[config.mk]
export PLATFORM = sky130hd
export DESIGN_NAME = hazard_detection_unit_flat
export DESIGN_NICKNAME = d
export VERILOG_FILES = /design/src/rtl/hazard_detection_unit_pkg.sv /design/src/rtl/hazard_detection_unit_if.sv /design/src/rtl/hazard_detection_unit_perf_counters.sv /design/src/rtl/hazard_detection_unit.sv /design/src/flat_wrapper.sv
export SDC_FILE = /design/constraint.sdc
export NUM_CORES = 1
export LEC_CHECK = 0
export BUFFER_PORTS_ARGS = -buffer_cell sky130_fd_sc_hd__buf_2
export CAP_MARGIN = 25
export CELL_PAD_IN_SITES_DETAIL_PLACEMENT = 1
export CELL_PAD_IN_SITES_GLOBAL_PLACEMENT = 1
export CORE_ASPECT_RATIO = 1.2
export CORE_MARGIN = 2
export CORE_UTILIZATION = 31
export CTS_CLUSTER_DIAMETER = 30
export DETAILED_ROUTE_END_ITERATION = 16
export PLACE_DENSITY_LB_ADDON = 0.1
export SLEW_MARGIN = 25
export SYNTH_ARGS = -nofsm -noshare
export SYNTH_HDL_FRONTEND = slang
export SYNTH_SLANG_ARGS = --single-unit
[constraint.sdc]
create_clock -name clk -period 1.89 [get_ports clk]
set_clock_uncertainty 0.15 [all_clocks]
set_input_delay 0.2835 -clock clk [delete_from_list [all_inputs] [get_ports clk]]
set_output_delay 0.2835 -clock clk [all_outputs]
set_load 0.02 [all_outputs]
[src/rtl/hazard_detection_unit_pkg.sv]
// Shared pipeline-control definitions: FSM state encodings, the XZR register number
// (the forwarding unit uses this same constant), and the packed control-output word.
package hazard_detection_unit_pkg;

    typedef enum logic [1:0] {
        RUN      = 2'b00,
        MEM_WAIT = 2'b01,
        FLUSH    = 2'b10
    } hduState_e;

    localparam logic [4:0] XZR = 5'd31;

    typedef struct packed {
        logic pcWrite;
        logic ifIdWrite;
        logic idExBubble;
        logic pipeFreeze;
        logic ifIdFlush;
        logic idExFlush;
        logic exMemFlush;
    } hduCtrl_t;

    localparam hduCtrl_t CTRL_NORMAL = '{pcWrite: 1'b1, ifIdWrite: 1'b1, default: 1'b0};
    localparam hduCtrl_t CTRL_BUBBLE = '{idExBubble: 1'b1, default: 1'b0};
    localparam hduCtrl_t CTRL_FREEZE = '{pipeFreeze: 1'b1, default: 1'b0};
    localparam hduCtrl_t CTRL_FLUSH  = '{pcWrite: 1'b1, ifIdFlush: 1'b1, idExFlush: 1'b1,
                                         exMemFlush: 1'b1, default: 1'b0};
    localparam hduCtrl_t CTRL_RESET  = '{idExBubble: 1'b1, ifIdFlush: 1'b1, idExFlush: 1'b1,
                                         exMemFlush: 1'b1, default: 1'b0};

    // A load into XZR never creates a dependency, so it can never stall ID.
    function automatic logic isLoadUse(
        input logic       memRead,
        input logic [4:0] rd,
        input logic [4:0] rn1,
        input logic [4:0] rm2,
        input logic       usesRm2
    );
        return memRead && (rd != XZR) && ((rd == rn1) || (usesRm2 && (rd == rm2)));
    endfunction

endpackage

[src/rtl/hazard_detection_unit_if.sv]
// Pipeline-side bundle of the hazard unit: register fields and stage status in,
// stall/flush/freeze controls out. master = pipeline datapath, slave = hazard unit.
interface hazard_detection_unit_if;
    logic       ID_EX_MemRead;
    logic [4:0] ID_EX_RegisterRd;
    logic [4:0] IF_ID_RegisterRn1;
    logic [4:0] IF_ID_RegisterRm2;
    logic       IF_ID_UsesRm2;
    logic       EX_MEM_PCSrc;
    logic       dmem_req;
    logic       dmem_ready;

    logic       PCWrite;
    logic       IF_ID_Write;
    logic       ID_EX_Bubble;
    logic       Pipe_Freeze;
    logic       IF_ID_Flush;
    logic       ID_EX_Flush;
    logic       EX_MEM_Flush;

    modport master (
        output ID_EX_MemRead, ID_EX_RegisterRd, IF_ID_RegisterRn1, IF_ID_RegisterRm2,
               IF_ID_UsesRm2, EX_MEM_PCSrc, dmem_req, dmem_ready,
        input  PCWrite, IF_ID_Write, ID_EX_Bubble, Pipe_Freeze,
               IF_ID_Flush, ID_EX_Flush, EX_MEM_Flush
    );

    modport slave (
        input  ID_EX_MemRead, ID_EX_RegisterRd, IF_ID_RegisterRn1, IF_ID_RegisterRm2,
               IF_ID_UsesRm2, EX_MEM_PCSrc, dmem_req, dmem_ready,
        output PCWrite, IF_ID_Write, ID_EX_Bubble, Pipe_Freeze,
               IF_ID_Flush, ID_EX_Flush, EX_MEM_Flush
    );
endinterface

[src/rtl/hazard_detection_unit_perf_counters.sv]
// Three saturating event counters (bubbles, flush entries, memory-wait cycles)
// for the hazard unit; only instantiated when HAZARD_PERF_CNT_EN is defined.
module hazard_perf_counters #(
    parameter int CNT_W = 16
) (
    input  logic             clk,
    input  logic             rst_n,
    input  logic             bubbleEvent,
    input  logic             flushEntry,
    input  logic             memWaitCycle,
    output logic [CNT_W-1:0] load_use_cnt,
    output logic [CNT_W-1:0] flush_cnt,
    output logic [CNT_W-1:0] mem_wait_cnt
);

    logic [2:0]       incEvent;
    logic [CNT_W-1:0] cntReg [3];

    assign incEvent = {memWaitCycle, flushEntry, bubbleEvent};

    generate
        for (genvar gi = 0; gi < 3; gi++) begin : g_cnt
            always_ff @(posedge clk or negedge rst_n) begin
                if (!rst_n) begin
                    cntReg[gi] <= '0;
                end else if (incEvent[gi] && (cntReg[gi] != '1)) begin
                    cntReg[gi] <= cntReg[gi] + 1'b1;
                end
            end
        end
    endgenerate

    assign load_use_cnt = cntReg[0];
    assign flush_cnt    = cntReg[1];
    assign mem_wait_cnt = cntReg[2];

endmodule

[src/rtl/hazard_detection_unit.sv]
// Stall/flush/freeze controller for the 5-stage pipeline with a memory-wait watchdog.
// Optional performance counters are built when HAZARD_PERF_CNT_EN is defined.
module hazard_detection_unit
    import hazard_detection_unit_pkg::*;
#(
    parameter int MEM_TIMEOUT = 64,
    parameter int CNT_W       = 16
) (
    input  logic                   clk,
    input  logic                   rst_n,
    hazard_detection_unit_if.slave hduIf,
    output logic                   mem_timeout_err,
    output logic [1:0]             state_o
`ifdef HAZARD_PERF_CNT_EN
    ,
    output logic [CNT_W-1:0]       load_use_cnt,
    output logic [CNT_W-1:0]       flush_cnt,
    output logic [CNT_W-1:0]       mem_wait_cnt
`endif
);

    localparam int WAIT_W = $clog2(MEM_TIMEOUT + 1);
    localparam logic [WAIT_W-1:0] WAIT_MAX = WAIT_W'(MEM_TIMEOUT);
    localparam logic [WAIT_W-1:0] WAIT_ONE = WAIT_W'(1);

    hduState_e         stateReg, stateNext;
    logic [WAIT_W-1:0] waitCntReg, waitCntNext;
    logic              errReg, errNext;
    logic              runReg;
    hduCtrl_t          ctrl;
    logic              loadUse, memStall, bubbleEvent;

    assign loadUse  = isLoadUse(hduIf.ID_EX_MemRead, hduIf.ID_EX_RegisterRd,
                                hduIf.IF_ID_RegisterRn1, hduIf.IF_ID_RegisterRm2,
                                hduIf.IF_ID_UsesRm2);
    assign memStall = hduIf.dmem_req && !hduIf.dmem_ready;

    always_comb begin
        ctrl        = CTRL_NORMAL;
        stateNext   = RUN;
        waitCntNext = '0;
        bubbleEvent = 1'b0;
        case (stateReg)
            RUN: begin
                if (memStall) begin
                    ctrl        = CTRL_FREEZE;
                    stateNext   = MEM_WAIT;
                    waitCntNext = WAIT_ONE;
                end else if (hduIf.EX_MEM_PCSrc) begin
                    ctrl      = CTRL_FLUSH;
                    stateNext = FLUSH;
                end else if (loadUse) begin
                    ctrl        = CTRL_BUBBLE;
                    bubbleEvent = 1'b1;
                end
            end
            MEM_WAIT: begin
                // Branch and load-use decisions wait for the release cycle.
                if (!hduIf.dmem_ready) begin
                    ctrl        = CTRL_FREEZE;
                    stateNext   = MEM_WAIT;
                    waitCntNext = (waitCntReg >= WAIT_MAX) ? waitCntReg : waitCntReg + 1'b1;
                end else if (hduIf.EX_MEM_PCSrc) begin
                    ctrl      = CTRL_FLUSH;
                    stateNext = FLUSH;
                end else if (loadUse) begin
                    ctrl        = CTRL_BUBBLE;
                    bubbleEvent = 1'b1;
                end
            end
            FLUSH: begin
                // Stages hold flushed bubbles now, so PCSrc and load-use are stale.
                if (memStall) begin
                    ctrl        = CTRL_FREEZE;
                    stateNext   = MEM_WAIT;
                    waitCntNext = WAIT_ONE;
                end
            end
            default: begin
                stateNext = RUN;
            end
        endcase

        // Outputs keep their reset values until the first clock after reset release.
        if (!runReg) begin
            ctrl        = CTRL_RESET;
            stateNext   = RUN;
            waitCntNext = '0;
            bubbleEvent = 1'b0;
        end
    end

    assign errNext = errReg || ((stateNext == MEM_WAIT) && (waitCntNext == WAIT_MAX));

    always_ff @(posedge clk or negedge rst_n) begin
        if (!rst_n) begin
            runReg     <= 1'b0;
            stateReg   <= RUN;
            waitCntReg <= '0;
            errReg     <= 1'b0;
        end else begin
            runReg     <= 1'b1;
            stateReg   <= stateNext;
            waitCntReg <= waitCntNext;
            errReg     <= errNext;
        end
    end

    assign hduIf.PCWrite      = ctrl.pcWrite;
    assign hduIf.IF_ID_Write  = ctrl.ifIdWrite;
    assign hduIf.ID_EX_Bubble = ctrl.idExBubble;
    assign hduIf.Pipe_Freeze  = ctrl.pipeFreeze;
    assign hduIf.IF_ID_Flush  = ctrl.ifIdFlush;
    assign hduIf.ID_EX_Flush  = ctrl.idExFlush;
    assign hduIf.EX_MEM_Flush = ctrl.exMemFlush;
    assign mem_timeout_err    = errReg;
    assign state_o            = stateReg;

`ifdef HAZARD_PERF_CNT_EN
    hazard_perf_counters #(
        .CNT_W (CNT_W)
    ) u_perf (
        .clk          (clk),
        .rst_n        (rst_n),
        .bubbleEvent  (bubbleEvent),
        .flushEntry   (runReg && (stateNext == FLUSH)),
        .memWaitCycle (runReg && (stateReg == MEM_WAIT)),
        .load_use_cnt (load_use_cnt),
        .flush_cnt    (flush_cnt),
        .mem_wait_cnt (mem_wait_cnt)
    );
`endif

endmodule

[src/flat_wrapper.sv]
// flat-port wrapper written by rule: the top's interface ports become plain ports
module hazard_detection_unit_flat import hazard_detection_unit_pkg::*;
#(
    parameter int MEM_TIMEOUT = 64,
    parameter int CNT_W       = 16
)
  (clk, rst_n, mem_timeout_err, state_o, hduIf_ID_EX_MemRead, hduIf_ID_EX_RegisterRd, hduIf_IF_ID_RegisterRn1, hduIf_IF_ID_RegisterRm2, hduIf_IF_ID_UsesRm2, hduIf_EX_MEM_PCSrc, hduIf_dmem_req, hduIf_dmem_ready, hduIf_PCWrite, hduIf_IF_ID_Write, hduIf_ID_EX_Bubble, hduIf_Pipe_Freeze, hduIf_IF_ID_Flush, hduIf_ID_EX_Flush, hduIf_EX_MEM_Flush);
  hazard_detection_unit_if hduIf_i ();
  input  logic clk;
  input  logic rst_n;
  output logic mem_timeout_err;
  output logic [1:0] state_o;
  input wire logic [$bits(hduIf_i.ID_EX_MemRead)-1:0] hduIf_ID_EX_MemRead;
  input wire logic [$bits(hduIf_i.ID_EX_RegisterRd)-1:0] hduIf_ID_EX_RegisterRd;
  input wire logic [$bits(hduIf_i.IF_ID_RegisterRn1)-1:0] hduIf_IF_ID_RegisterRn1;
  input wire logic [$bits(hduIf_i.IF_ID_RegisterRm2)-1:0] hduIf_IF_ID_RegisterRm2;
  input wire logic [$bits(hduIf_i.IF_ID_UsesRm2)-1:0] hduIf_IF_ID_UsesRm2;
  input wire logic [$bits(hduIf_i.EX_MEM_PCSrc)-1:0] hduIf_EX_MEM_PCSrc;
  input wire logic [$bits(hduIf_i.dmem_req)-1:0] hduIf_dmem_req;
  input wire logic [$bits(hduIf_i.dmem_ready)-1:0] hduIf_dmem_ready;
  output wire logic [$bits(hduIf_i.PCWrite)-1:0] hduIf_PCWrite;
  output wire logic [$bits(hduIf_i.IF_ID_Write)-1:0] hduIf_IF_ID_Write;
  output wire logic [$bits(hduIf_i.ID_EX_Bubble)-1:0] hduIf_ID_EX_Bubble;
  output wire logic [$bits(hduIf_i.Pipe_Freeze)-1:0] hduIf_Pipe_Freeze;
  output wire logic [$bits(hduIf_i.IF_ID_Flush)-1:0] hduIf_IF_ID_Flush;
  output wire logic [$bits(hduIf_i.ID_EX_Flush)-1:0] hduIf_ID_EX_Flush;
  output wire logic [$bits(hduIf_i.EX_MEM_Flush)-1:0] hduIf_EX_MEM_Flush;
  assign hduIf_i.ID_EX_MemRead = hduIf_ID_EX_MemRead;
  assign hduIf_i.ID_EX_RegisterRd = hduIf_ID_EX_RegisterRd;
  assign hduIf_i.IF_ID_RegisterRn1 = hduIf_IF_ID_RegisterRn1;
  assign hduIf_i.IF_ID_RegisterRm2 = hduIf_IF_ID_RegisterRm2;
  assign hduIf_i.IF_ID_UsesRm2 = hduIf_IF_ID_UsesRm2;
  assign hduIf_i.EX_MEM_PCSrc = hduIf_EX_MEM_PCSrc;
  assign hduIf_i.dmem_req = hduIf_dmem_req;
  assign hduIf_i.dmem_ready = hduIf_dmem_ready;
  assign hduIf_PCWrite = hduIf_i.PCWrite;
  assign hduIf_IF_ID_Write = hduIf_i.IF_ID_Write;
  assign hduIf_ID_EX_Bubble = hduIf_i.ID_EX_Bubble;
  assign hduIf_Pipe_Freeze = hduIf_i.Pipe_Freeze;
  assign hduIf_IF_ID_Flush = hduIf_i.IF_ID_Flush;
  assign hduIf_ID_EX_Flush = hduIf_i.ID_EX_Flush;
  assign hduIf_EX_MEM_Flush = hduIf_i.EX_MEM_Flush;
  hazard_detection_unit #(.MEM_TIMEOUT(MEM_TIMEOUT), .CNT_W(CNT_W)) u_core (.clk(clk), .rst_n(rst_n), .hduIf(hduIf_i), .mem_timeout_err(mem_timeout_err), .state_o(state_o));
endmodule
==> results.cfg <==
[cts]
cts_num_sinks = 11
cts_tree = yes
clockBufferDepth = 2
cts_inserted_buffers = 3
clk_pin_slew_ns = 0.07
cts-root-buf = clkbuf_4
cts_max_level = 1
clkLatencyLatePin_ns = 0.27

[critical_path]
critical_path_class = reg -> out
crit_path_cell_trace = nand2b_4, o21a_4, nor3_4, a21oi_2, buf_4
r2r-start = u_core.waitCntReg[0]$_DFF_PN0_
cp_slowest_cell = dfrtp_1
startpoint_type = register
cp_data_arrival_time_ns = 1.49
r2r_cells = 5
slowest_delay_ns = 0.43
r2r_slack_ns = 0.06
reg2reg_to = u_core.mem_timeout_err$_DFF_PN0_
crit_fanout = 4
endpoint_kind = primary output
critPathRequiredTime_ns = 1.46

[timing]
fin_crit_ns = 1.93
hold_ws_ns = 0.151
rsz0062_at_grt = true
final_hold_viol_count = 0
tns_ns = -0.0478
fmax_mhz = 519
finalSetupViolCount = 3
drv_slew = 0
layout_setup_ws_ns = -0.0361
finalCritPeriodShare_pct = 102

[hold_path]
hold_path.startpoint = hduIf_EX_MEM_PCSrc
hold_depth = 3
hold_class = in -> reg
min_to = u_core.state_o[1]$_DFF_PN0_

[yosys]
yosys_warnings = 0
synthTopCellsByArea = dfrtp_1, xnor2_1, nor2_1, nand2_1, ha_1
seq_area_frac_synth_pct = 32.9
syn_avg_cell_area_sq_um = 8.71
syn-cell-area_sq_um = 836
synth_top_area_share_pct = 32.9
synth-async-reset-ratio_pct = 100
synth_cells = 96
syn_nets = 120
synthFlopType = dfrtp_1
synth_top_area_cell = dfrtp_1
ys_seq_elements = 11
synth.distinct_cells = 39
synth_edf_count = 0

[floorplanning]
die_h_um = 60.9
rows = 20
dieWidth_um = 51.4
start_util_pct = 32.7
dieArea_sq_um = 3130
pin_count = 32
coreArea_sq_um = 2550

[job]
drv_cap = 0

[grt]
grt_max_degree = 12
grt_pass1_wl_um = 3480
grt_use_total_pct = 15.0
antenna_found_initial = 0
overflow = 0
first_global_vias = 813

[final_layout]
nets = 160
area_delta_synth_final_pct = 37.7
n_fill_cell = 344
final_cell_mix = buf_2, xnor2_1, nor2_1, buf_4, dfrtp_1
post-route-util_pct = 45.1
drive_above_1_share_pct = 40.7
antenna_cells = 0
final_common_cell = buf_2

[power]
power.density_nw_per_um2 = 488
power_w = 0.000562
ir_drop_mv = 0.252
power.static_leakage_nw = 0.529

[detailed_routing]
routedWlPerCell_um = 12.8
ant_nets = 0
first_pass_iters = 4
drt-total-wl_um = 2150
drt-initial-drc-count = 2
viasPerCell = 4.84
vias = 813
drc = 0

[outcome]
status = finished with violations
violations = setup timing

[placement]
gp_congestion = 0.699
place_hpwl_um = 1660
portBuffers = 31
state kept, by name, summed over array words and instances, names as in the netlist:
name,count
u_core.waitCntReg,7
u_core.state_o,2
u_core.mem_timeout_err,1
u_core.runReg,1
through the flow:
step | setup slack [ns] | cell area [sq um] | instances
final | -0.0361 | 1150 | 168
after global routing | -0.116 | 1150 | 168
after CTS | -0.0296 | 1110 | 166
after detailed placement | 0.0207 | 1010 | 157
after global placement | 0.0754 | 1010 | 157
after floorplan | 0.0207 | 836 | 96
repair_timing:
| item | 4_1_cts | 5_1_grt |
|---|---|---|
| hold endpoints to repair | 11 | 0 |
| hold buffers | 1 | 0 |
| gates resized for setup | 6 | 9 |
| pin swaps | 3 | 6 |
| endpoints found under the setup margin | 4 | 4 |
| buffers inserted | 4 | 2 |
how the worst max path moves through the flow:
| stage | from | end | slack (ns) |
|---|---|---|---|
| 5_1_grt | u_core.state_o[0]$_DFF_PN0_ | hduIf_PCWrite | -0.12 |
| 4_1_cts | u_core.state_o[0]$_DFF_PN0_ | hduIf_PCWrite | -0.03 |
| 2_1_floorplan | u_core.state_o[0]$_DFF_PN0_ | hduIf_IF_ID_Write | 0.02 |
| 3_3_place_gp | u_core.waitCntReg[0]$_DFF_PN0_ | u_core.mem_timeout_err$_DFF_PN0_ | 0.08 |
| 3_5_place_dp | u_core.waitCntReg[0]$_DFF_PN0_ | u_core.mem_timeout_err$_DFF_PN0_ | 0.02 |
| 6_report | u_core.state_o[0]$_DFF_PN0_ | hduIf_PCWrite | -0.04 |
power breakdown:
group | leakage (nW) | internal [W] | total [W] | switching [W]
sequential | 0.147 | 0.000240 | 0.000245 | 0.00000522
combinational | 0.367 | 0.0000746 | 0.000152 | 0.0000776
clock | 0.0150 | 0.0000817 | 0.000165 | 0.0000833
total | 0.529 | 0.000396 | 0.000562 | 0.000166
worst max-delay path: cells and delay by family (launching register included):
family	cells	cell delay, ns
AOI/OAI and AO/OA	2	0.28
buffers and inverters	1	0.16
DFF	1	0.43
and+or+nand+nor	2	0.35
synth_stat cells (all sizes together), types with 2 or more instances:
cell type,n
nand3,3
xor2,2
nand2b,2
a21oi,3
nor3b,2
a211oi,3
nor2,11
dfrtp,11
a21o,2
o21bai,2
buf,4
xnor2,13
inv,5
nand2,8
o21ai,3
ha,2
final cells by class:
type                       count  area [sq um]  share of cell area (%)
tap                           33          41.3                    3.59
clock buffer                   4          26.3                    2.28
timing repair buffer          40           234                    20.3
sequential                    11           278                    24.1
multi-input combinational     75           553                    48.0
inverter                       5          18.8                    1.63
kinds of logic (layout without fill, tap and decap cells):
family,Yosys count,after routing,synth area share (%)
fa+ha+maj,2,2,2.99
mux,1,1,1.20
other cells,1,1,0.449
xor+xnor,15,15,15.7
compound gates,21,21,18.0
simple gates,35,35,22.6
flops,11,11,32.9
buf+inv,10,49,6.14
routing by layer:
layer	track usage, %	share of wire (%)
met1	17.2	40
met2	27.7	55
met3	0.739	3.3
met4	9.02	1.3
met5	0	0
No activity file was read; power rests on OpenSTA's default activity.
